**config.mk**
```make
export PLATFORM = sky130hd
export DESIGN_NAME = spi_slave_regfile
export DESIGN_NICKNAME = d
export VERILOG_FILES = /design/src/rtl/spi_slave_regfile.sv
export SDC_FILE = /design/constraint.sdc
export NUM_CORES = 1
export LEC_CHECK = 0
export BUFFER_PORTS_ARGS = -buffer_cell sky130_fd_sc_hd__buf_2
export CORE_MARGIN = 1.5
export CORE_UTILIZATION = 60
export CTS_CLUSTER_SIZE = 10
export DETAILED_ROUTE_END_ITERATION = 8
export GPL_ROUTABILITY_DRIVEN = 0
export GPL_TIMING_DRIVEN = 0
export PLACE_DENSITY = 0.85
export SKIP_CTS_REPAIR_TIMING = 1
export SLEW_MARGIN = 30
export SYNTH_ARGS = -nofsm -noshare
export SYNTH_HDL_FRONTEND = slang
export SYNTH_SLANG_ARGS = --single-unit
```
**constraint.sdc**
```tcl
create_clock -name clk_i -period 6.58 [get_ports clk_i]
set_input_delay 0.658 -clock clk_i [delete_from_list [all_inputs] [get_ports clk_i]]
set_output_delay 0.658 -clock clk_i [all_outputs]
set_load 0.05 [all_outputs]
```
**src/rtl/spi_slave_regfile.sv**
```systemverilog
// SPI mode-0 slave register file: ID/sensor/RW byte registers behind a synchronized SPI port.
// Define SPI_WR_PULSE_EN to get the wr_pulse/wr_addr/wr_data commit strobe; otherwise those outputs are tied to 0.
//   state   | meaning
//   IDLE    | cs high, waiting for a cs fall
//   CMD     | shifting in byte0 {rw, addr}
//   DATA    | shifting data bytes, address auto-increments
//   WAIT_CS | reset hit mid-frame, ignore the bus until cs rises
module spi_slave_regfile #(
  parameter int         NUM_REGS    = 8,
  parameter logic [7:0] DEVICE_ID   = 8'hA5,
  parameter int         SYNC_STAGES = 2
) (
  input  logic                      clk_i,
  input  logic                      reset_i,
  input  logic                      spi_cs_i,
  input  logic                      spi_clk_i,
  input  logic                      spi_sdi_i,
  output logic                      spi_sdo_o,
  input  logic [7:0]                sensor_i,
  output logic [(NUM_REGS-2)*8-1:0] reg_out_o,
  output logic                      frame_active_o,
  output logic                      wr_pulse_o,
  output logic [6:0]                wr_addr_o,
  output logic [7:0]                wr_data_o
);

  typedef enum logic [1:0] {ST_IDLE, ST_CMD, ST_DATA, ST_WAIT_CS} state_t;

  state_t state_q, state_d;

  // Synchronizers carry no reset so a cs already low at reset release is seen as low, not as a fall.
  logic [SYNC_STAGES:0]   cs_pipe_q;
  logic [SYNC_STAGES:0]   sclk_pipe_q;
  logic [SYNC_STAGES-1:0] sdi_pipe_q;

  always_ff @(posedge clk_i) begin
    cs_pipe_q   <= {cs_pipe_q[SYNC_STAGES-1:0], spi_cs_i};
    sclk_pipe_q <= {sclk_pipe_q[SYNC_STAGES-1:0], spi_clk_i};
    sdi_pipe_q  <= {sdi_pipe_q[SYNC_STAGES-2:0], spi_sdi_i};
  end

  logic cs_s, sdi_s, cs_rise, cs_fall, sclk_rise, sclk_fall;

  assign cs_s      = cs_pipe_q[SYNC_STAGES-1];
  assign sdi_s     = sdi_pipe_q[SYNC_STAGES-1];
  assign cs_fall   =  cs_pipe_q[SYNC_STAGES]   & ~cs_pipe_q[SYNC_STAGES-1];
  assign cs_rise   = ~cs_pipe_q[SYNC_STAGES]   &  cs_pipe_q[SYNC_STAGES-1];
  assign sclk_rise = ~sclk_pipe_q[SYNC_STAGES] &  sclk_pipe_q[SYNC_STAGES-1];
  assign sclk_fall =  sclk_pipe_q[SYNC_STAGES] & ~sclk_pipe_q[SYNC_STAGES-1];

  always_ff @(posedge clk_i) begin
    if (reset_i) state_q <= ST_IDLE;
    else         state_q <= state_d;
  end

  logic [2:0] bit_cnt_q, bit_cnt_d;
  logic [7:0] shift_in_q, shift_in_d;
  logic [7:0] sdo_sr_q, sdo_sr_d;
  logic       sdo_q, sdo_d;
  logic       rw_q, rw_d;
  logic [6:0] addr_q, addr_d;
  logic [(NUM_REGS-2)*8-1:0] reg_out_q, reg_out_d;

  logic       active, rise_ok, byte_done, cmd_done, data_done, load, wr_en;
  logic [7:0] rx_byte, rd_data;
  logic [6:0] rd_addr;

  assign active    = (state_q == ST_CMD) || (state_q == ST_DATA);
  assign rise_ok   = active && sclk_rise && !cs_rise;
  assign byte_done = rise_ok && (bit_cnt_q == 3'd7);
  assign cmd_done  = byte_done && (state_q == ST_CMD);
  assign data_done = byte_done && (state_q == ST_DATA);
  assign rx_byte   = {shift_in_q[6:0], sdi_s};
  assign rd_addr   = cmd_done ? rx_byte[6:0] : addr_q + 7'd1;
  assign load      = (cmd_done && rx_byte[7]) || (data_done && rw_q);
  assign wr_en     = data_done && !rw_q && (addr_q >= 7'd2) && ({1'b0, addr_q} < 8'(NUM_REGS));

  always_comb begin
    state_d = state_q;
    case (state_q)
      ST_IDLE:    if (cs_fall) state_d = ST_CMD;
                  else if (!cs_s) state_d = ST_WAIT_CS;
      ST_CMD:     if (cs_rise) state_d = ST_IDLE;
                  else if (cmd_done) state_d = ST_DATA;
      ST_DATA:    if (cs_rise) state_d = ST_IDLE;
      ST_WAIT_CS: if (cs_rise) state_d = ST_IDLE;
      default:    state_d = ST_IDLE;
    endcase
  end

  always_comb begin
    rd_data = 8'h00;
    if (rd_addr == 7'd0) begin
      rd_data = DEVICE_ID;
    end else if (rd_addr == 7'd1) begin
      rd_data = sensor_i;
    end else begin
      for (int k = 2; k < NUM_REGS; k++) begin
        if (rd_addr == 7'(k)) rd_data = reg_out_q[(k-2)*8 +: 8];
      end
    end
  end

  always_comb begin
    bit_cnt_d  = bit_cnt_q;
    shift_in_d = shift_in_q;
    sdo_sr_d   = sdo_sr_q;
    sdo_d      = sdo_q;
    rw_d       = rw_q;
    addr_d     = addr_q;
    reg_out_d  = reg_out_q;

    if (!active || cs_rise) begin
      bit_cnt_d = 3'd0;
    end else if (rise_ok) begin
      bit_cnt_d  = bit_cnt_q + 3'd1;
      shift_in_d = rx_byte;
    end

    if (cmd_done) begin
      rw_d   = rx_byte[7];
      addr_d = rx_byte[6:0];
    end else if (data_done) begin
      addr_d = addr_q + 7'd1;
    end

    for (int k = 2; k < NUM_REGS; k++) begin
      if (wr_en && addr_q == 7'(k)) reg_out_d[(k-2)*8 +: 8] = rx_byte;
    end

    // The fall right after a byte's 8th rise (bit_cnt wrapped to 0) must not shift the freshly loaded byte.
    if (cs_rise) begin
      sdo_sr_d = 8'h00;
      sdo_d    = 1'b0;
    end else if (load) begin
      sdo_sr_d = rd_data;
      sdo_d    = rd_data[7];
    end else if (data_done || state_q != ST_DATA) begin
      sdo_sr_d = 8'h00;
      sdo_d    = 1'b0;
    end else if (sclk_fall && bit_cnt_q != 3'd0) begin
      sdo_sr_d = {sdo_sr_q[6:0], 1'b0};
      sdo_d    = sdo_sr_q[6];
    end
  end

  always_ff @(posedge clk_i) begin
    if (reset_i) begin
      bit_cnt_q  <= 3'd0;
      shift_in_q <= 8'h00;
      sdo_sr_q   <= 8'h00;
      sdo_q      <= 1'b0;
      rw_q       <= 1'b0;
      addr_q     <= 7'd0;
      reg_out_q  <= '0;
    end else begin
      bit_cnt_q  <= bit_cnt_d;
      shift_in_q <= shift_in_d;
      sdo_sr_q   <= sdo_sr_d;
      sdo_q      <= sdo_d;
      rw_q       <= rw_d;
      addr_q     <= addr_d;
      reg_out_q  <= reg_out_d;
    end
  end

  assign spi_sdo_o      = sdo_q;
  assign reg_out_o      = reg_out_q;
  assign frame_active_o = active;

`ifdef SPI_WR_PULSE_EN
  logic       wr_pulse_q;
  logic [6:0] wr_addr_q;
  logic [7:0] wr_data_q;

  always_ff @(posedge clk_i) begin
    if (reset_i) begin
      wr_pulse_q <= 1'b0;
      wr_addr_q  <= 7'd0;
      wr_data_q  <= 8'h00;
    end else begin
      wr_pulse_q <= wr_en;
      if (wr_en) begin
        wr_addr_q <= addr_q;
        wr_data_q <= rx_byte;
      end
    end
  end

  assign wr_pulse_o = wr_pulse_q;
  assign wr_addr_o  = wr_addr_q;
  assign wr_data_o  = wr_data_q;
`else
  assign wr_pulse_o = 1'b0;
  assign wr_addr_o  = 7'd0;
  assign wr_data_o  = 8'h00;
`endif

endmodule

```
==> flow_summary.yaml <==
place:
  dp_slack_ns: 3.50
  place_inst: 725
  dpl.hpwl_mm: 9.09
  port_buffers: 62
worst_setup_path:
  startpoint_type: "register"
  path_class: "reg2reg"
  critPathArrivalTime_ns: 3.49
  end_kind: "register"
  required_ns: 6.86
  worst-path-max-fanout: 10
logic_synthesis:
  synth_edf_count: 0
  synthCells: 549
  synth_top_cell_by_area: "dfxtp_1"
  synth-async-reset-ratio_pct: 0
  synth.distinct_cells: 65
  synth_area_per_cell_sq_um: 8.12
  ys_seq_area_share_pct: 37.7
  yosys_most_used_dff: "dfxtp_1"
  netlist_top_cells_area: "dfxtp_1 38%, nand2_1 9.2%, a21oi_1 5.8%"
  ys_ff_latch: 84
  yosysWarningCount: 0
  netlist_area_sq_mm: 0.00446
  synth_top_area_share_pct: 37.7
floorplan:
  die_area_sq_mm: 0.00795
  die_w_um: 89.2
  fp-row-count: 31
  core_area_sq_mm: 0.00721
  pin_count: 79
  start_util_pct: 61.8
  die_h_um: 89.2
layout:
  layout_common_cells: "109 x nand2_1, 84 x dfxtp_1, 72 x buf_2"
  final_nets: 662
  antenna_cells: 0
  mostFrequentLayoutCell: "nand2_1"
  drive_gt1_share_pct: 19.6
  area_delta_synth_final_pct: 15.9
  instances_no_fill: 741
timing:
  fin_ws_ns: 3.37
  finalCritPeriodShare_pct: 48.8
  tns_ns: 0
  setup_viol: 0
  timing.fmax_ghz: 0.311
  hold_viol: 0
  slew_headroom_pct: 44.6
  period_minus_slack_ns: 3.21
  rsz0062_at_grt: "no"
  drv_slew: 0
  fin_skew_ns: 0.00898
  worstMarginPinSlew_ns: 0.825
drt:
  post-route-drc-count: 0
  vias_per_cell: 6.11
  routedWlPerCell_um: 17.4
  via_count: 4529
  ant_nets: 0
  wl_mm: 12.9
  drtIter0Drc: 544
  dr.pass1.iters: 7
global_route:
  grt_overflow_total: 0
  antenna_found_initial: 0
  grt_pass1_wl_mm: 19.6
  grt_max_degree: 15
  grt.total_usage_pct: 33.1
  grt_pass1_vias: 3961
cts:
  clk_pin_slew_worst_paths_ns: 0.08
  cts_tree: "built"
  h-tree-depth: 3
  numCtsBuffers: 9
  clock-root-buffer: "clkbuf_8"
  clk_path_buf_depth: 2
  clock_sinks: 84
  clkLatencyLatePin_ns: 0.37
power:
  p_seq_share_pct: 46.5
  pwr-share-clk_pct: 35.7
  comb_power_share_pct: 17.8
  peakVddDrop_uv: 116
  p_per_area_mw_per_mm2: 221
  intPower_w: 0.000800
  total_power_w: 0.00114
  leakage_nw: 2.16
  switching_share_pct: 30.1
  p_sw_w: 0.000344
job:
  cap_violations: 0
min_path:
  hold_path.class: "reg2reg"
status:
  status: "complete, no violations"
routing by layer:
metal  track usage (%)  share of wire, %  up-vias
met4              19.6               4.9        0
met3              5.17                11       66
met5                 0                 0        -
met1              43.1                39     2102
met2              51.9                45      302
li1                  -                 -     2059
Yosys cell counts (all sizes together), types with 4 or more instances:
library cell / instances
inv: 10
and2: 6
nor2: 42
nor4: 4
a211oi: 5
a31oi: 7
ha: 12
nor3: 11
dfxtp: 84
o21ai: 31
a21oi: 52
buf: 29
mux2: 6
o21a: 8
clkbuf: 22
a21o: 4
a221oi: 4
nand3: 17
nand2: 109
mux2i: 25
nand2b: 9
area by class of cell:
type / instances / area (sq um)
Tap cell: 99 / 124
Buffer: 51 / 279
Inverter: 10 / 37.5
Sequential cell: 84 / 1680
Timing Repair Buffer: 62 / 310
Clock inverter: 6 / 88.8
Multi-Input combinational cell: 419 / 2510
Fill cell: 597 / 2050
Clock buffer: 10 / 128
kinds of logic (layout without fill, tap and decap cells):
| family | Yosys count | in the layout | synth area share (%) |
|---|---|---|---|
| AOI/OAI and AO/OA | 138 | 138 | 20.6 |
| xor gates and xnor gates | 5 | 5 | 0.983 |
| adders and majority gates | 12 | 12 | 3.37 |
| buffers and inverters | 61 | 139 | 7.10 |
| DFF | 84 | 84 | 37.7 |
| muxes | 31 | 31 | 7.78 |
| other | 1 | 16 | 0.0841 |
| and+or+nand+nor | 217 | 217 | 22.3 |
power groups by stage:
stage | Clock (W) | Sequential (W) | Combinational [W]
floorplan | 0 | 0.000542 | 0.000159
global placement | 0 | 0.000543 | 0.000191
finish | 0.000408 | 0.000532 | 0.000204
global route | 0.000427 | 0.000534 | 0.000220
CTS | 0.000404 | 0.000532 | 0.000200
detailed placement | 0 | 0.000543 | 0.000199
final timing paths:
| check | start | end | slack (ns) | cells after the start |
|---|---|---|---|---|
| setup / recovery | state_q[1]$_SDFFE_PP0P_ | sdo_sr_q[5]$_SDFFE_PP0P_ | 3.37 | 10 |
| hold / removal | sclk_pipe_q[0]$_DFF_P_ | sclk_pipe_q[1]$_DFF_P_ | 0.33 | 0 |
| setup reg to reg | state_q[1]$_SDFFE_PP0P_ | sdo_sr_q[5]$_SDFFE_PP0P_ | 3.37 | 10 |
| hold reg to reg | sclk_pipe_q[0]$_DFF_P_ | sclk_pipe_q[1]$_DFF_P_ | 0.33 | 0 |
metrics by stage:
| step | utilization (%) | hold slack (ns) | cell area [sq um] |
|---|---|---|---|
| global route | 71.6 | 0.343 | 5160 |
| finish | 71.6 | 0.332 | 5160 |
| global placement | 68.6 | 0.312 | 4950 |
| floorplan | - | 0.310 | 4510 |
| detailed placement | 68.6 | 0.318 | 4950 |
| CTS | 71.6 | 0.334 | 5160 |
state kept, by name, indices dropped and copies added (netlist names):
| register | count |
|---|---|
| reg_out_o | 48 |
| addr_q | 7 |
| sdo_sr_q | 7 |
| shift_in_q | 7 |
| bit_cnt_q | 3 |
| cs_pipe_q | 3 |
| sclk_pipe_q | 3 |
| sdi_pipe_q | 2 |
| state_q | 2 |
| rw_q | 1 |
| spi_sdo_o | 1 |
critical path, stage by stage (launching register included):
cell and delay [ns]:
dfxtp_1 0.40, inv_1 0.10, ha_1 0.35, nand4b_1 0.29, nor3_2 0.49, buf_2 0.32, mux2i_1 0.35, o21ai_0 0.14
a32oi_1 0.30, o21ai_1 0.15, a211oi_1 0.24
Note: power is estimated with default switching activity, not from simulation.
